==> config.mk <==
export PLATFORM = sky130hd
export DESIGN_NAME = image_mem_arbiter_flat
export DESIGN_NICKNAME = d
export VERILOG_FILES = /design/src/rtl/image_mem_arbiter_pkg.sv /design/src/rtl/image_mem_arbiter_if.sv /design/src/rtl/image_mem_arbiter_rr_arbiter2.sv /design/src/rtl/image_mem_arbiter.sv /design/src/flat_wrapper.sv
export SDC_FILE = /design/constraint.sdc
export NUM_CORES = 1
export LEC_CHECK = 0
export BUFFER_PORTS_ARGS = -buffer_cell sky130_fd_sc_hd__clkbuf_2
export CORE_AREA = 10 10 100 102
export DETAILED_ROUTE_END_ITERATION = 12
export DIE_AREA = 0 0 110 112
export GPL_TIMING_DRIVEN = 0
export PLACE_DENSITY_LB_ADDON = 0.15
export SLEW_MARGIN = 20
export SYNTH_ARGS = -nofsm -noshare
export SYNTH_HDL_FRONTEND = slang
export SYNTH_SLANG_ARGS = --single-unit
==> constraint.sdc <==
create_clock -name clk -period 2.25 [get_ports clk]
set_input_delay 0.225 -clock clk [delete_from_list [all_inputs] [get_ports clk]]
set_output_delay 0.225 -clock clk [all_outputs]
set_load 0.05 [all_outputs]
==> src/rtl/image_mem_arbiter_pkg.sv <==
// Shared definitions for the image RAM arbiter: default geometry, FSM encoding,
// port indices and the in-flight read tag.
package image_mem_arbiter_pkg;

  localparam int unsigned DEF_RAM_WIDTH     = 24;
  localparam int unsigned DEF_RAM_ADDR_BITS = 10;

  localparam logic PORT0 = 1'b0;
  localparam logic PORT1 = 1'b1;

  typedef enum logic {
    ST_IDLE  = 1'b0,
    ST_CLEAR = 1'b1
  } state_t;

  typedef struct packed {
    logic valid;
    logic port;
  } rsp_tag_t;

endpackage

==> src/rtl/image_mem_arbiter_if.sv <==
// Requester, clear-engine and RAM-side signals of the image RAM arbiter.
// slave = arbiter view, master = requester/RAM environment view.
interface image_mem_arbiter_if #(
  parameter int unsigned RAM_WIDTH     = image_mem_arbiter_pkg::DEF_RAM_WIDTH,
  parameter int unsigned RAM_ADDR_BITS = image_mem_arbiter_pkg::DEF_RAM_ADDR_BITS
);

  logic                     req0_valid;
  logic                     req0_we;
  logic [RAM_ADDR_BITS-1:0] req0_addr;
  logic [RAM_WIDTH-1:0]     req0_wdata;
  logic                     req0_ready;
  logic                     rsp0_valid;
  logic [RAM_WIDTH-1:0]     rsp0_data;

  logic                     req1_valid;
  logic                     req1_we;
  logic [RAM_ADDR_BITS-1:0] req1_addr;
  logic [RAM_WIDTH-1:0]     req1_wdata;
  logic                     req1_ready;
  logic                     rsp1_valid;
  logic [RAM_WIDTH-1:0]     rsp1_data;

  logic                     clr_start;
  logic [RAM_WIDTH-1:0]     clr_value;
  logic                     clr_busy;
  logic                     clr_done;

  logic                     mem_we;
  logic [RAM_ADDR_BITS-1:0] mem_addr;
  logic [RAM_WIDTH-1:0]     mem_di;
  logic [RAM_WIDTH-1:0]     mem_do;

  modport slave (
    input  req0_valid, req0_we, req0_addr, req0_wdata,
    output req0_ready, rsp0_valid, rsp0_data,
    input  req1_valid, req1_we, req1_addr, req1_wdata,
    output req1_ready, rsp1_valid, rsp1_data,
    input  clr_start, clr_value,
    output clr_busy, clr_done,
    output mem_we, mem_addr, mem_di,
    input  mem_do
  );

  modport master (
    output req0_valid, req0_we, req0_addr, req0_wdata,
    input  req0_ready, rsp0_valid, rsp0_data,
    output req1_valid, req1_we, req1_addr, req1_wdata,
    input  req1_ready, rsp1_valid, rsp1_data,
    output clr_start, clr_value,
    input  clr_busy, clr_done,
    input  mem_we, mem_addr, mem_di,
    output mem_do
  );

endinterface

==> src/rtl/image_mem_arbiter_rr_arbiter2.sv <==
// Two-way round-robin arbiter; last_grant only moves when both ports contend,
// and resets to port 1 so port 0 wins the first contention.
module rr_arbiter2
  import image_mem_arbiter_pkg::*;
(
  input  logic       clk,
  input  logic       rst_n,
  input  logic       i_en,
  input  logic [1:0] i_req,
  output logic [1:0] o_gnt_c
);

  logic       r_last_grant;
  logic [1:0] w_gnt;

  always_comb begin
    w_gnt = 2'b00;
    if (i_en) begin
      case (i_req)
        2'b01:   w_gnt = 2'b01;
        2'b10:   w_gnt = 2'b10;
        2'b11:   w_gnt = (r_last_grant == PORT1) ? 2'b01 : 2'b10;
        default: w_gnt = 2'b00;
      endcase
    end
  end

  assign o_gnt_c = w_gnt;

  always_ff @(posedge clk or negedge rst_n) begin
    if (!rst_n) begin
      r_last_grant <= PORT1;
    end else if (i_en && (i_req == 2'b11)) begin
      r_last_grant <= w_gnt[1];
    end
  end

endmodule

==> src/rtl/image_mem_arbiter.sv <==
// Shares a single-port image RAM between two requesters with a registered
// command stage, 2-cycle tagged read return and a full-memory clear sweep.
module image_mem_arbiter
  import image_mem_arbiter_pkg::*;
#(
  parameter int unsigned RAM_WIDTH     = DEF_RAM_WIDTH,
  parameter int unsigned RAM_ADDR_BITS = DEF_RAM_ADDR_BITS
) (
  input  logic               clk,
  input  logic               rst_n,
  image_mem_arbiter_if.slave bus
);

  localparam logic [RAM_ADDR_BITS-1:0] LAST_ADDR = '1;

  state_t                   r_state;
  logic [RAM_ADDR_BITS-1:0] r_cnt;
  logic                     r_mem_we;
  logic [RAM_ADDR_BITS-1:0] r_mem_addr;
  logic [RAM_WIDTH-1:0]     r_mem_di;
  logic                     r_clr_busy;
  logic                     r_clr_done;
  rsp_tag_t                 r_tag1;
  rsp_tag_t                 r_tag2;

  logic                     w_arb_en;
  logic [1:0]               w_gnt;
  logic                     w_hs;
  logic                     w_sel;
  logic                     w_we;
  logic [RAM_ADDR_BITS-1:0] w_addr;
  logic [RAM_WIDTH-1:0]     w_wdata;
  logic                     w_rsp0;
  logic                     w_rsp1;

  // Grants only in IDLE, and never in the cycle a clear is requested.
  assign w_arb_en = (r_state == ST_IDLE) && !bus.clr_start;

  rr_arbiter2 u_rr_arbiter2 (
    .clk     (clk),
    .rst_n   (rst_n),
    .i_en    (w_arb_en),
    .i_req   ({bus.req1_valid, bus.req0_valid}),
    .o_gnt_c (w_gnt)
  );

  assign bus.req0_ready = w_gnt[PORT0];
  assign bus.req1_ready = w_gnt[PORT1];

  assign w_hs    = |w_gnt;
  assign w_sel   = w_gnt[PORT1];
  assign w_we    = w_sel ? bus.req1_we    : bus.req0_we;
  assign w_addr  = w_sel ? bus.req1_addr  : bus.req0_addr;
  assign w_wdata = w_sel ? bus.req1_wdata : bus.req0_wdata;

  always_ff @(posedge clk or negedge rst_n) begin
    if (!rst_n) begin
      r_state    <= ST_IDLE;
      r_cnt      <= '0;
      r_mem_we   <= 1'b0;
      r_mem_addr <= '0;
      r_mem_di   <= '0;
      r_clr_busy <= 1'b0;
      r_clr_done <= 1'b0;
      r_tag1     <= '0;
      r_tag2     <= '0;
    end else begin
      r_tag1.valid <= w_hs && !w_we;
      r_tag1.port  <= w_sel;
      r_tag2       <= r_tag1;
      r_clr_done   <= 1'b0;
      case (r_state)
        ST_IDLE: begin
          if (bus.clr_start) begin
            // mem_di doubles as the latched fill value for the whole sweep.
            r_state    <= ST_CLEAR;
            r_cnt      <= '0;
            r_mem_we   <= 1'b1;
            r_mem_addr <= '0;
            r_mem_di   <= bus.clr_value;
            r_clr_busy <= 1'b1;
          end else begin
            r_mem_we <= w_hs && w_we;
            if (w_hs) begin
              r_mem_addr <= w_addr;
              if (w_we) r_mem_di <= w_wdata;
            end
          end
        end
        ST_CLEAR: begin
          if (r_cnt == LAST_ADDR) begin
            r_state    <= ST_IDLE;
            r_mem_we   <= 1'b0;
            r_clr_busy <= 1'b0;
          end else begin
            r_cnt      <= r_cnt + RAM_ADDR_BITS'(1);
            r_mem_addr <= r_cnt + RAM_ADDR_BITS'(1);
            r_clr_done <= (r_cnt == (LAST_ADDR - RAM_ADDR_BITS'(1)));
          end
        end
        default: r_state <= ST_IDLE;
      endcase
    end
  end

  assign bus.mem_we   = r_mem_we;
  assign bus.mem_addr = r_mem_addr;
  assign bus.mem_di   = r_mem_di;
  assign bus.clr_busy = r_clr_busy;
  assign bus.clr_done = r_clr_done;

  // RAM output is valid two cycles after the grant; route it to the owning port.
  assign w_rsp0 = r_tag2.valid && (r_tag2.port == PORT0);
  assign w_rsp1 = r_tag2.valid && (r_tag2.port == PORT1);

  assign bus.rsp0_valid = w_rsp0;
  assign bus.rsp1_valid = w_rsp1;
  assign bus.rsp0_data  = w_rsp0 ? bus.mem_do : '0;
  assign bus.rsp1_data  = w_rsp1 ? bus.mem_do : '0;

endmodule

==> src/flat_wrapper.sv <==
// flat-port wrapper written by rule: the top's interface ports become plain ports
module image_mem_arbiter_flat import image_mem_arbiter_pkg::*;
#(
  parameter int unsigned RAM_WIDTH     = DEF_RAM_WIDTH,
  parameter int unsigned RAM_ADDR_BITS = DEF_RAM_ADDR_BITS
)
  (clk, rst_n, bus_req0_valid, bus_req0_we, bus_req0_addr, bus_req0_wdata, bus_req0_ready, bus_rsp0_valid, bus_rsp0_data, bus_req1_valid, bus_req1_we, bus_req1_addr, bus_req1_wdata, bus_req1_ready, bus_rsp1_valid, bus_rsp1_data, bus_clr_start, bus_clr_value, bus_clr_busy, bus_clr_done, bus_mem_we, bus_mem_addr, bus_mem_di, bus_mem_do);
  image_mem_arbiter_if #(.RAM_WIDTH(RAM_WIDTH), .RAM_ADDR_BITS(RAM_ADDR_BITS)) bus_i ();
  input  logic clk;
  input  logic rst_n;
  input wire logic [$bits(bus_i.req0_valid)-1:0] bus_req0_valid;
  input wire logic [$bits(bus_i.req0_we)-1:0] bus_req0_we;
  input wire logic [$bits(bus_i.req0_addr)-1:0] bus_req0_addr;
  input wire logic [$bits(bus_i.req0_wdata)-1:0] bus_req0_wdata;
  output wire logic [$bits(bus_i.req0_ready)-1:0] bus_req0_ready;
  output wire logic [$bits(bus_i.rsp0_valid)-1:0] bus_rsp0_valid;
  output wire logic [$bits(bus_i.rsp0_data)-1:0] bus_rsp0_data;
  input wire logic [$bits(bus_i.req1_valid)-1:0] bus_req1_valid;
  input wire logic [$bits(bus_i.req1_we)-1:0] bus_req1_we;
  input wire logic [$bits(bus_i.req1_addr)-1:0] bus_req1_addr;
  input wire logic [$bits(bus_i.req1_wdata)-1:0] bus_req1_wdata;
  output wire logic [$bits(bus_i.req1_ready)-1:0] bus_req1_ready;
  output wire logic [$bits(bus_i.rsp1_valid)-1:0] bus_rsp1_valid;
  output wire logic [$bits(bus_i.rsp1_data)-1:0] bus_rsp1_data;
  input wire logic [$bits(bus_i.clr_start)-1:0] bus_clr_start;
  input wire logic [$bits(bus_i.clr_value)-1:0] bus_clr_value;
  output wire logic [$bits(bus_i.clr_busy)-1:0] bus_clr_busy;
  output wire logic [$bits(bus_i.clr_done)-1:0] bus_clr_done;
  output wire logic [$bits(bus_i.mem_we)-1:0] bus_mem_we;
  output wire logic [$bits(bus_i.mem_addr)-1:0] bus_mem_addr;
  output wire logic [$bits(bus_i.mem_di)-1:0] bus_mem_di;
  input wire logic [$bits(bus_i.mem_do)-1:0] bus_mem_do;
  assign bus_i.req0_valid = bus_req0_valid;
  assign bus_i.req0_we = bus_req0_we;
  assign bus_i.req0_addr = bus_req0_addr;
  assign bus_i.req0_wdata = bus_req0_wdata;
  assign bus_req0_ready = bus_i.req0_ready;
  assign bus_rsp0_valid = bus_i.rsp0_valid;
  assign bus_rsp0_data = bus_i.rsp0_data;
  assign bus_i.req1_valid = bus_req1_valid;
  assign bus_i.req1_we = bus_req1_we;
  assign bus_i.req1_addr = bus_req1_addr;
  assign bus_i.req1_wdata = bus_req1_wdata;
  assign bus_req1_ready = bus_i.req1_ready;
  assign bus_rsp1_valid = bus_i.rsp1_valid;
  assign bus_rsp1_data = bus_i.rsp1_data;
  assign bus_i.clr_start = bus_clr_start;
  assign bus_i.clr_value = bus_clr_value;
  assign bus_clr_busy = bus_i.clr_busy;
  assign bus_clr_done = bus_i.clr_done;
  assign bus_mem_we = bus_i.mem_we;
  assign bus_mem_addr = bus_i.mem_addr;
  assign bus_mem_di = bus_i.mem_di;
  assign bus_i.mem_do = bus_mem_do;
  image_mem_arbiter #(.RAM_WIDTH(RAM_WIDTH), .RAM_ADDR_BITS(RAM_ADDR_BITS)) u_core (.clk(clk), .rst_n(rst_n), .bus(bus_i));
endmodule
Word-level counts from Yosys, hierarchy flattened:

Index checks and enable logic that the tools add are counted.

* flip-flop bits (word level): 53
* input bits: 123
* word-level logic and storage cells: 66

* add/subtract/negate cells: 1
* eq/ne operators: 9
* muxes and demuxes: 27
* bitwise gates (word level): 2
* reductions and logical operators: 15

Operators with widths (number)
* $mux W24: 6
* $mux W10: 5
* $pmux W10 S2: 2
* $eq A10 B10 Y1 const B: 2
* $add A10 B1 Y10 const B: 1
* $mux W1: 8
* $logic_and A1 B1 Y1: 6
* $ne A2 B2 Y1 const B: 3
* $pmux W1 S2: 3
* $pmux W2 S3: 1
* $reduce_and A2 Y1: 3
* $eq A2 B2 Y1 const B: 2
* $mux W2: 2
* $reduce_bool A2 Y1: 2
* $ne A3 B2 Y1 const B: 1
* $reduce_and A3 Y1: 1
* $eq A2 B1 Y1 const B: 1
* $logic_not A1 Y1: 2
* $not A1 Y1: 2
* $reduce_or A2 Y1: 1

Longest topological paths before layout:

Gate-level depths: netlist of run 1.

* depth in word-level cells: 7
* mapped depth: 8

By module:

A second synthesis of run 1 with hierarchy kept.

* cell total of the unflattened synthesis: 371
* area, all modules: 3186.8 um^2

By module, submodules not included
* image_mem_arbiter: times used 1, cells an instance 363, area an instance 3125.5 um^2, sequential area each 1301.2 um^2
* rr_arbiter2: times used 1, cells an instance 8, area an instance 61.3 um^2, sequential area each 26.3 um^2

Worst setup path before layout of run 1:

Ideal clock, no wire load.

* path type: register -> register
* start: register u_core.r_state
* end: register u_core.r_mem_di[10], in the netlist u_core.bus.mem_di[10]
* data arrival time: 1.990 ns
* slack: 0.136 ns
* stages on the path, launching flop included: 9
* path through: dfrtp_1 > buf_2 > nor2_1 > nand3_1 > inv_1 > a22o_1 > buf_2 > buf_2 > mux2_2

* elaborated cells on any way between the ends: 12
* classes of those cells: mux (6); bitwise (1); reduce/logical (5)

RTL lines
* start: declaration: line image_mem_arbiter.sv:16 `state_t r_state;`
* start signal: assignment: line image_mem_arbiter.sv:58 `r_state <= ST_IDLE;`
* start signal: assignment: line image_mem_arbiter.sv:76 `r_state <= ST_CLEAR;`
* start signal: assignment: line image_mem_arbiter.sv:92 `r_state <= ST_IDLE;`
* $not A1 Y1
* $logic_and A1 B1 Y1: line image_mem_arbiter.sv:37 `assign w_arb_en = (r_state == ST_IDLE) && !bus.clr_start;`
* $mux W2: line image_mem_arbiter_rr_arbiter2.sv:18 `if (i_en) begin`
* net bus_req0_ready: line flat_wrapper.sv:15 `output wire logic [$bits(bus_i.req0_ready)-1:0] bus_req0_ready;`
* $reduce_or A2 Y1: line image_mem_arbiter.sv:50 `assign w_hs = |w_gnt;`
* $reduce_bool A2 Y1 (no source line)
* $reduce_and A3 Y1 (no source line)
* end signal: assignment: line image_mem_arbiter.sv:80 `r_mem_di <= bus.clr_value;`
* end signal: assignment: line image_mem_arbiter.sv:86 `if (w_we) r_mem_di <= w_wdata;`
* end: declaration: line image_mem_arbiter.sv:20 `logic [RAM_WIDTH-1:0] r_mem_di;`

The timed path passes the listed nets, and every way through them passes these cells. The select of a mux whose other input is x is not followed.
A chain may end at the register's enable or synchronous reset.

Final worst setup path of run 1:

* start: register u_core.r_cnt[0]
* end: register u_core.r_mem_addr[4], in the netlist u_core.bus.mem_addr[4]

* word-level cells in the longest chain between the ends: 3
* elaborated cells on any way between the ends: 6
* classes of those cells: add/sub (1); eq/ne (2); mux (2); reduce/logical (1)

RTL lines
* start: declaration: line image_mem_arbiter.sv:17 `logic [RAM_ADDR_BITS-1:0] r_cnt;`
* start signal: assignment: line image_mem_arbiter.sv:96 `r_cnt <= r_cnt + RAM_ADDR_BITS'(1);`
* $add A10 B1 Y10 / $eq A10 B10 Y1 (equally long branches): line image_mem_arbiter.sv:97, image_mem_arbiter.sv:91
* $mux W10 / $ne A2 B2 Y1 (equally long branches)
* $pmux W10 S2 / $reduce_and A2 Y1 (equally long branches)
* end signal: assignment: line image_mem_arbiter.sv:85 `r_mem_addr <= w_addr;`
* end signal: assignment: line image_mem_arbiter.sv:97 `r_mem_addr <= r_cnt + RAM_ADDR_BITS'(1);`
* end: declaration: line image_mem_arbiter.sv:19 `logic [RAM_ADDR_BITS-1:0] r_mem_addr;`

Several ways; a longest one is shown, not always the timed one. The select of a mux whose other input is x is not followed.

==> results.py, run 1 <==
metrics = {
    "run_status": {
        "outcome": "finished with violations",
        "violations": "hold timing",
    },
    "clock_tree": {
        "hold_buffers": 0,
        "cts_max_level": 2,
        "worstSkewPairLatency_ns": 0.32,
        "cts_buffers": 5,
        "root_buffer": "clkbuf_8",
        "ctsResizeCount": 0,
        "cts_tree": "yes",
        "clock_path_buffers": 2,
        "clk_pin_slew_ns": 0.10,
        "post-cts-setup-buffers": 0,
        "cts_sinks": 53,
    },
    "pwr": {
        "power_mw": 3.47,
        "vdd_drop_max_mv": 0.495,
        "powerDensity_nw_per_um2": 733,
        "p_leak_nw": 2.50,
    },
    "cells_and_area": {
        "fill_cells": 751,
        "layout_common_cells": "clkbuf_2, dfrtp_1, mux2_2",
        "antennaDiodeCount": 0,
        "final_nets": 685,
        "syn_to_final_growth_pct": 38.3,
        "final_common_cell": "clkbuf_2",
        "drive_gt1_frac": 0.480,
    },
    "setup_path": {
        "crit_type": "reg2reg",
        "cp-start-kind": "flop",
        "critPathTopFamily": "simple AND/OR/NAND/NOR gates",
        "rrSetupSlack_ns": 0.12,
        "crit_slowest_cell": "or4_4",
        "cp.depth": 5,
        "crit_arrival_ns": 2.32,
        "crit_buf_inv": 0,
        "crit_end": "u_core.bus.mem_addr[4]$_DFFE_PN0P_",
        "cp_max_fo": 9,
        "rr_endpoint": "u_core.bus.mem_addr[4]$_DFFE_PN0P_",
        "r2r_start": "u_core.r_cnt[0]$_DFFE_PN0P_",
        "cp-end-kind": "flop",
        "ff2ff_path_depth": 5,
        "cp_cell_sequence": "ha_1 > nand3_1 > or4_4 > nand2_2 > mux2_2",
        "slowest_delay_ns": 0.51,
        "critPathLaunch": "u_core.r_cnt[0]$_DFFE_PN0P_",
        "required_ns": 2.45,
    },
    "worst_hold_path": {
        "min_path_type": "in2async",
    },
    "floorplanning": {
        "initial_core_util": 0.425,
        "die_y_um": 112,
        "rows": 33,
        "pin_count": 212,
        "die_area_um2": 12300,
        "core_um2": 8050,
        "die_w_um": 110,
    },
    "synthesis": {
        "ys_seq_area_frac": 0.388,
        "syn_nets": 467,
        "yosysTopAreaCellShare": 0.380,
        "synth_edf_count": 0,
        "ys_top_cells_by_area": "dfrtp_1, mux2_2, a221o_1",
        "syn-cell-area_um2": 3420,
        "netlist_instances": 342,
        "synth_compound_gate_area_share": 0.134,
        "syn_avg_cell_area_um2": 10.0,
        "yosys_register_bits": 53,
        "synthAdderAreaFrac": 0.00731,
        "synth_top_area_cell": "dfrtp_1",
        "async_flop_share": 1.00,
        "ys_types": 46,
        "synth_top_family_by_area": "simple AND/OR/NAND/NOR gates",
        "yosys_warnings": 0,
        "synth_flop_cell": "dfrtp_1",
        "yosys.area_share.simple": 0.267,
        "synthMuxAreaShare": 0.138,
        "synth-xor-area-share": 0.0102,
    },
    "global_routing": {
        "grt_max_degree": 54,
        "grt_pass1_vias": 3531,
        "grt_overflow_total": 0,
        "grt_usage": 0.193,
        "grt_antenna_before_repair": 0,
        "grt_pass1_wl_mm": 19.0,
    },
    "route": {
        "drc": 0,
        "vias_per_cell": 5.35,
        "wl_mm": 12.8,
        "via_count": 3564,
        "dr.pass1.iters": 4,
        "first_iter_violations": 179,
        "postRouteAntennaNets": 0,
        "wl_per_cell_um": 19.2,
    },
    "sta": {
        "hold_ws_ns": -0.0129,
        "setup-tns-final_ns": 0,
        "rsz0062_at_grt": "false",
        "finalSetupViolCount": 0,
        "finalHoldViolCount": 17,
        "final.setup.worst_slack_ns": 0.123,
        "maxSlewViolCount": 0,
        "period_share": 0.945,
        "timing.final.crit_period_ns": 2.13,
        "maxSlewHeadroom": 0.510,
        "fin_skew_ns": 0.0149,
        "worst_pin_slew_ns": 0.736,
        "fmax_ghz": 0.470,
    },
    "placement": {
        "portBuffers": 211,
        "gp_congestion": 0.945,
        "hpwl_mm": 10.4,
        "dp_slack_ns": 0.0469,
    },
    "job": {
        "cap_violations": 0,
    },
}
## cells in the mapped netlist, types with 3 or more instances
cell,number
mux2_2,33
nand2_1,17
a221o_1,24
clkbuf_1,20
o211ai_1,6
buf_6,4
and2_1,25
buf_2,7
and3_1,28
nand3_1,8
nor2b_1,26
nor4b_1,24
o22ai_1,6
dfrtp_1,52
inv_1,8
xor2_1,3
mux2i_1,10
o21ai_0,4
## sequential cells by signal (all words and copies together) (netlist names), 2 cells and up
name	cells
u_core.r_tag1	2
u_core.bus.mem_di	24
u_core.bus.mem_addr	10
u_core.r_tag2	2
u_core.r_cnt	10
## kinds of logic after synthesis
family          Yosys count
compound gates           55
buf+inv                  40
flops                    53
xor+xnor                  4
mux                      43
simple gates            145
fa+ha+maj                 2
## power by group
| part | internal, mW | switching, mW |
|---|---|---|
| sequential | 1.18 | 0.178 |
| combinational | 0.489 | 0.953 |
| clock | 0.335 | 0.332 |
| total | 2.01 | 1.46 |
## how the worst min path moves through the flow
stage / to / from
3_3_place_gp: u_core.r_tag2[0]$_DFF_PN0_ / u_core.r_tag1[0]$_DFF_PN0_
6_report: u_core.bus.mem_addr[7]$_DFFE_PN0P_ / rst_n
5_1_grt: u_core.bus.mem_addr[7]$_DFFE_PN0P_ / rst_n
4_1_cts: u_core.bus.mem_addr[7]$_DFFE_PN0P_ / rst_n
2_1_floorplan: u_core.bus.clr_busy$_DFFE_PN0P_ / rst_n
3_5_place_dp: u_core.r_tag2[1]$_DFF_PN0_ / u_core.r_tag1[1]$_DFF_PN0_
## stage by stage
step	cell area, um^2	std cells	utilization	hold WS (ns)
after floorplan	3420	342	-	-0.0706
after global placement	4610	658	0.573	0.338
after detailed placement	4610	658	0.573	0.337
after CTS	4730	666	0.587	0.0194
after global routing	4730	666	0.588	0.0454
final	4730	666	0.588	-0.0129
## layer usage
layer / vias to the layer above / global-route usage / wire length, um
met3: 20 / 0.0536 / 1120
met4: 0 / 0.0564 / 291
met1: 1689 / 0.222 / 4930
met5: - / 0 / 0
met2: 153 / 0.336 / 6430
li1: 1702 / - / -
## final cells by class
| class | instances | area [um^2] | share of cell area |
|---|---|---|---|
| Buffer | 32 | 165 | 0.0349 |
| Tap cell | 105 | 131 | 0.0277 |
| Clock buffer | 6 | 72.6 | 0.0153 |
| Sequential cell | 53 | 1330 | 0.280 |
| Multi-Input combinational cell | 249 | 1910 | 0.404 |
| Clock inverter | 2 | 38.8 | 0.00819 |
| Inverter | 8 | 30.0 | 0.00634 |
| Timing Repair Buffer | 211 | 1060 | 0.224 |
Power figures use the tool's default switching activity.
==> inputs of run 2 (changes only) <==
Settings changed: CELL_PAD_IN_SITES_DETAIL_PLACEMENT from default to 1, CELL_PAD_IN_SITES_GLOBAL_PLACEMENT from default to 2, CORE_AREA 10 10 100 102 to 10 10 131 133, DIE_AREA 0 0 110 112 to 0 0 141 143, PLACE_DENSITY_LB_ADDON 0.15 to 0.1.
==> results.py, run 2 (same netlist as run 1, synthesis figures left out) <==
metrics = {
    "sta": {
        "maxSlewViolCount": 0,
        "rsz0062_at_grt": "false",
        "finalHoldViolCount": 0,
        "finalSetupViolCount": 0,
        "final.setup.worst_slack_ns": 0.127,
        "period_share": 0.943,
        "hold_ws_ns": 0.128,
        "timing.final.crit_period_ns": 2.12,
        "fmax_ghz": 0.471,
        "maxSlewHeadroom": 0.600,
        "fin_skew_ns": 0.00826,
        "worst_pin_slew_ns": 0.599,
    },
    "clock_tree": {
        "clock_path_buffers": 2,
        "clk_pin_slew_ns": 0.07,
        "cts_tree": "yes",
        "cts_sinks": 53,
        "worstSkewPairLatency_ns": 0.31,
        "root_buffer": "clkbuf_16",
        "cts_buffers": 5,
        "cts_max_level": 2,
        "post-cts-setup-buffers": 0,
    },
    "cells_and_area": {
        "syn_to_final_growth_pct": 43.6,
        "largest_reg_flops": 24,
        "fill_cells": 1745,
        "antennaDiodeCount": 0,
        "final_nets": 687,
        "drive_gt1_frac": 0.483,
        "layout_common_cells": "clkbuf_2, dfrtp_1, mux2_2",
        "final_common_cell": "clkbuf_2",
    },
    "setup_path": {
        "slowest_delay_ns": 0.56,
        "cp_cell_sequence": "a21bo_1 > buf_6 > clkbuf_1 > nor4b_1 > a221o_1 > mux2_2",
        "crit_arrival_ns": 2.31,
        "required_ns": 2.44,
        "crit_type": "reg2reg",
        "cp-start-kind": "flop",
        "crit_slowest_cell": "dfstp_2",
        "cp_max_fo": 10,
        "cp-end-kind": "flop",
    },
    "route": {
        "wl_mm": 15.1,
        "dr.pass1.iters": 4,
        "first_iter_violations": 190,
        "postRouteAntennaNets": 0,
        "wl_per_cell_um": 20.2,
        "drc": 0,
        "vias_per_cell": 4.73,
        "via_count": 3532,
    },
    "job": {
        "cap_violations": 0,
    },
    "global_routing": {
        "grt_max_degree": 48,
        "grt_pass1_vias": 3942,
        "grt_pass1_wl_mm": 23.0,
        "grt_usage": 0.143,
        "grt_antenna_before_repair": 0,
        "grt_overflow_total": 0,
    },
    "floorplanning": {
        "die_y_um": 143,
        "die_area_um2": 20200,
        "rows": 44,
        "pin_count": 212,
        "die_w_um": 141,
        "core_um2": 14400,
        "initial_core_util": 0.237,
    },
    "pwr": {
        "powerDensity_nw_per_um2": 742,
        "p_leak_nw": 2.54,
        "vdd_drop_max_mv": 0.374,
        "power_mw": 3.65,
    },
    "placement": {
        "hpwl_mm": 12.1,
        "gp_congestion": 0.731,
        "dp_slack_ns": -0.0687,
        "portBuffers": 211,
    },
    "run_status": {
        "outcome": "finished clean",
    },
    "worst_hold_path": {
        "min_path_type": "in2reg",
    },
}
run 2: area by class of cell:
class	instances	area, um^2	area share
flip-flops and latches	53	1330	0.270
plain buffers	32	166	0.0339
well taps	184	230	0.0468
multi-input cells	249	1920	0.390
clock buffers	5	125	0.0255
inverters	8	30.0	0.00611
repair buffers	213	1100	0.223
clock inverters	3	25.0	0.00509
run 2: where the power goes:
group | total [mW] | internal (mW) | switching, mW
Combinational | 1.47 | 0.497 | 0.978
Clock | 0.811 | 0.420 | 0.392
Sequential | 1.36 | 1.18 | 0.175
Total | 3.65 | 2.10 | 1.55
run 2: worst paths after layout:
| kind | start | endpoint | slack [ns] | cells after the start |
|---|---|---|---|---|
| max in group asynchronous | rst_n | u_core.u_rr_arbiter2.r_last_grant$_DFFE_PN1P_ | 1.42 | 3 |
| worst max register to register | u_core.u_rr_arbiter2.r_last_grant$_DFFE_PN1P_ | u_core.bus.mem_di[15]$_DFFE_PN0P_ | 0.13 | 6 |
| worst min-delay path | bus_req0_we | u_core.r_tag1[1]$_DFF_PN0_ | 0.13 | 2 |
| min in group asynchronous | rst_n | u_core.bus.mem_di[8]$_DFFE_PN0P_ | 0.31 | 2 |
| worst min register to register | u_core.r_tag1[0]$_DFF_PN0_ | u_core.r_tag2[0]$_DFF_PN0_ | 0.36 | 0 |
| worst max-delay path | u_core.u_rr_arbiter2.r_last_grant$_DFFE_PN1P_ | u_core.bus.mem_di[15]$_DFFE_PN0P_ | 0.13 | 6 |
run 2: metrics by stage:
stage          utilization  setup TNS (ns)  instances  cell area (um^2)
2_1_floorplan            -               0        342              3420
3_3_place_gp         0.327          -0.557        737              4710
3_5_place_dp         0.329           -1.03        738              4740
4_1_cts              0.340               0        747              4900
5_1_grt              0.341               0        747              4920
6_report             0.341               0        747              4920
run 2: repair_timing:
action / CTS / global route
hold buffers: 1 / 0
endpoints found under the hold margin: 6 / 0
endpoints found under the setup margin: 19 / 46
resized for setup: 1 / 7
run 2: worst max-delay path: cells and delay by family, from the launching register on:
kind	cells	cell delay [ns]
AO/OA/AOI/OAI	2	0.46
multiplexers	1	0.28
flip-flops	1	0.56
AND/OR/NAND/NOR	1	0.14
buffers and inverters	2	0.57
run 2: layer usage:
metal  global-route usage  share of wire
met5                    0              0
met1                0.167           0.42
met3               0.0325          0.043
met2                0.259           0.52
met4               0.0326         0.0092
==> inputs of run 3 (changes only) <==
Settings changed: BUFFER_PORTS_ARGS -buffer_cell sky130_fd_sc_hd__clkbuf_2 to default, CORE_AREA 10 10 131 133 to 10 10 110 112, CTS_CLUSTER_SIZE from default to 40, DIE_AREA 0 0 141 143 to 0 0 120 122, DONT_BUFFER_PORTS from default to 1, PLACE_DENSITY from default to 0.79, PLACE_DENSITY_LB_ADDON 0.1 to default.
==> results.py, run 3 (same netlist as run 1, synthesis figures left out) <==
metrics = {
    "run_status": {
        "outcome": "finished clean",
    },
    "sta": {
        "rsz0062_at_grt": "false",
        "finalSetupViolCount": 0,
        "final.setup.worst_slack_ns": 0.149,
        "timing.final.crit_period_ns": 2.10,
        "finalHoldViolCount": 0,
        "maxSlewViolCount": 0,
        "fin_skew_ns": 0.00828,
        "fmax_ghz": 0.476,
        "setup-tns-final_ns": 0,
        "maxSlewHeadroom": 0.588,
        "period_share": 0.934,
        "worst_pin_slew_ns": 0.617,
    },
    "route": {
        "dr.pass1.iters": 4,
        "drc": 0,
        "postRouteAntennaNets": 0,
        "wl_mm": 12.2,
        "vias_per_cell": 5.86,
        "first_iter_violations": 142,
        "via_count": 2858,
        "wl_per_cell_um": 24.9,
    },
    "cells_and_area": {
        "final_nets": 476,
        "layout_common_cells": "dfrtp_1, mux2_2, and3_1",
        "final_common_cell": "dfrtp_1",
        "antennaDiodeCount": 0,
        "drive_gt1_frac": 0.227,
        "largest_reg_flops": 24,
        "final_cells": 488,
        "ff_latch_area_um2": 1330,
        "utilization": 0.376,
        "syn_to_final_growth_pct": 10.4,
        "fill_cells": 1148,
        "multi_input_area_um2": 1950,
    },
    "clock_tree": {
        "clock_path_buffers": 2,
        "worstSkewPairLatency_ns": 0.31,
        "cts_sinks": 53,
        "root_buffer": "clkbuf_8",
        "cts_max_level": 2,
        "clk_pin_slew_ns": 0.09,
        "cts_tree": "yes",
        "cts_buffers": 5,
    },
    "setup_path": {
        "cp-start-kind": "flop",
        "ff2ff_path_depth": 5,
        "required_ns": 2.45,
        "cp-end-kind": "flop",
        "cp_max_fo": 9,
        "crit_arrival_ns": 2.30,
        "cp_cell_sequence": "ha_1 > nand3_1 > or4_4 > nand2_4 > mux2_2",
        "rrSetupSlack_ns": 0.15,
        "crit_type": "reg2reg",
        "slowest_delay_ns": 0.52,
        "rr_endpoint": "u_core.bus.mem_addr[3]$_DFFE_PN0P_",
        "crit_end": "u_core.bus.mem_addr[3]$_DFFE_PN0P_",
        "crit_slowest_cell": "or4_4",
        "critPathLaunch": "u_core.r_cnt[0]$_DFFE_PN0P_",
        "r2r_start": "u_core.r_cnt[0]$_DFFE_PN0P_",
    },
    "floorplanning": {
        "pin_count": 212,
        "rows": 37,
        "core_um2": 10000,
        "initial_core_util": 0.341,
        "die_y_um": 122,
        "die_area_um2": 14600,
        "die_w_um": 120,
    },
    "global_routing": {
        "grt_antenna_before_repair": 0,
        "grt_overflow_total": 0,
        "grt_max_degree": 54,
        "grt_usage": 0.152,
        "grt_pass1_wl_mm": 18.1,
        "grt_pass1_vias": 3002,
    },
    "job": {
        "cap_violations": 0,
    },
    "placement": {
        "gp_congestion": 0.755,
        "hpwl_mm": 9.69,
        "dp.cells": 478,
        "dp_slack_ns": -0.249,
        "portBuffers": 0,
    },
    "pwr": {
        "power_mw": 3.10,
        "p_leak_nw": 1.61,
        "powerDensity_nw_per_um2": 821,
        "vdd_drop_max_mv": 0.510,
    },
    "worst_hold_path": {
        "min_path_type": "in2reg",
    },
}
-- run 3: cell count changes in the layout (fill, tap and decap cells not counted), moves of 2 or more --
cell       change
and2_1        -19
and2_2        +19
buf_2          -2
buf_6          +2
clkbuf_1       +3
clkbuf_16      -5
clkbuf_2     -212
clkbuf_8       +5
clkinv_2       +2
-- run 3: where the power goes --
part	internal, mW	switching (mW)
combinational	0.325	0.302
clock	0.217	0.311
sequential	1.17	0.776
total	1.72	1.39
-- run 3: cell type report --
| cell class | instances | share of cell area |
|---|---|---|
| Multi-Input combinational cell | 249 | 0.516 |
| Timing Repair Buffer | 2 | 0.00993 |
| Inverter | 8 | 0.00893 |
| Tap cell | 136 | 0.0450 |
| Buffer | 32 | 0.0477 |
| Sequential cell | 53 | 0.351 |
| Clock buffer | 6 | 0.0192 |
| Clock inverter | 2 | 0.00265 |
-- run 3: per-layer routing --
metal	up-vias	routed length, um	GRT usage
li1	1289	-	-
met1	1432	4750	0.173
met2	126	6230	0.270
met3	11	1050	0.0532
met5	-	0	0
met4	0	122	0.0294
-- run 3: worst min path at each step --
stage,from,slack [ns],to,cells after the start
after floorplan,rst_n,-0.07,u_core.bus.clr_busy$_DFFE_PN0P_,0
after global placement,rst_n,-0.07,u_core.bus.mem_di[13]$_DFFE_PN0P_,0
after detailed placement,rst_n,-0.07,u_core.bus.mem_di[13]$_DFFE_PN0P_,0
after CTS,bus_req0_we,0.04,u_core.r_tag1[1]$_DFF_PN0_,1
after global routing,bus_req0_we,0.009,u_core.r_tag1[1]$_DFF_PN0_,1
final,bus_req0_we,0.03,u_core.r_tag1[1]$_DFF_PN0_,1
-- run 3: repair_timing --
| action | CTS | global route |
|---|---|---|
| hold buffers | 2 | 0 |
| resized for setup | 14 | 19 |
| pin swaps | 0 | 0 |
| buffers inserted | 0 | 0 |
| setup endpoints to repair | 28 | 47 |
| endpoints found under the hold margin | 53 | 0 |
-- run 3: critical path, delay by kind of cell (launching register included) --
| kind | cells | cell delay (ns) |
|---|---|---|
| simple gates | 3 | 0.92 |
| flops | 1 | 0.47 |
| mux | 1 | 0.35 |
| fa+ha+maj | 1 | 0.24 |
-- run 3: per-stage QoR --
step	hold WS (ns)	area, um^2
2_1_floorplan	-0.0706	3420
3_3_place_gp	-0.0689	3590
3_5_place_dp	-0.0688	3590
4_1_cts	0.0381	3740
5_1_grt	0.00871	3780
6_report	0.0349	3780
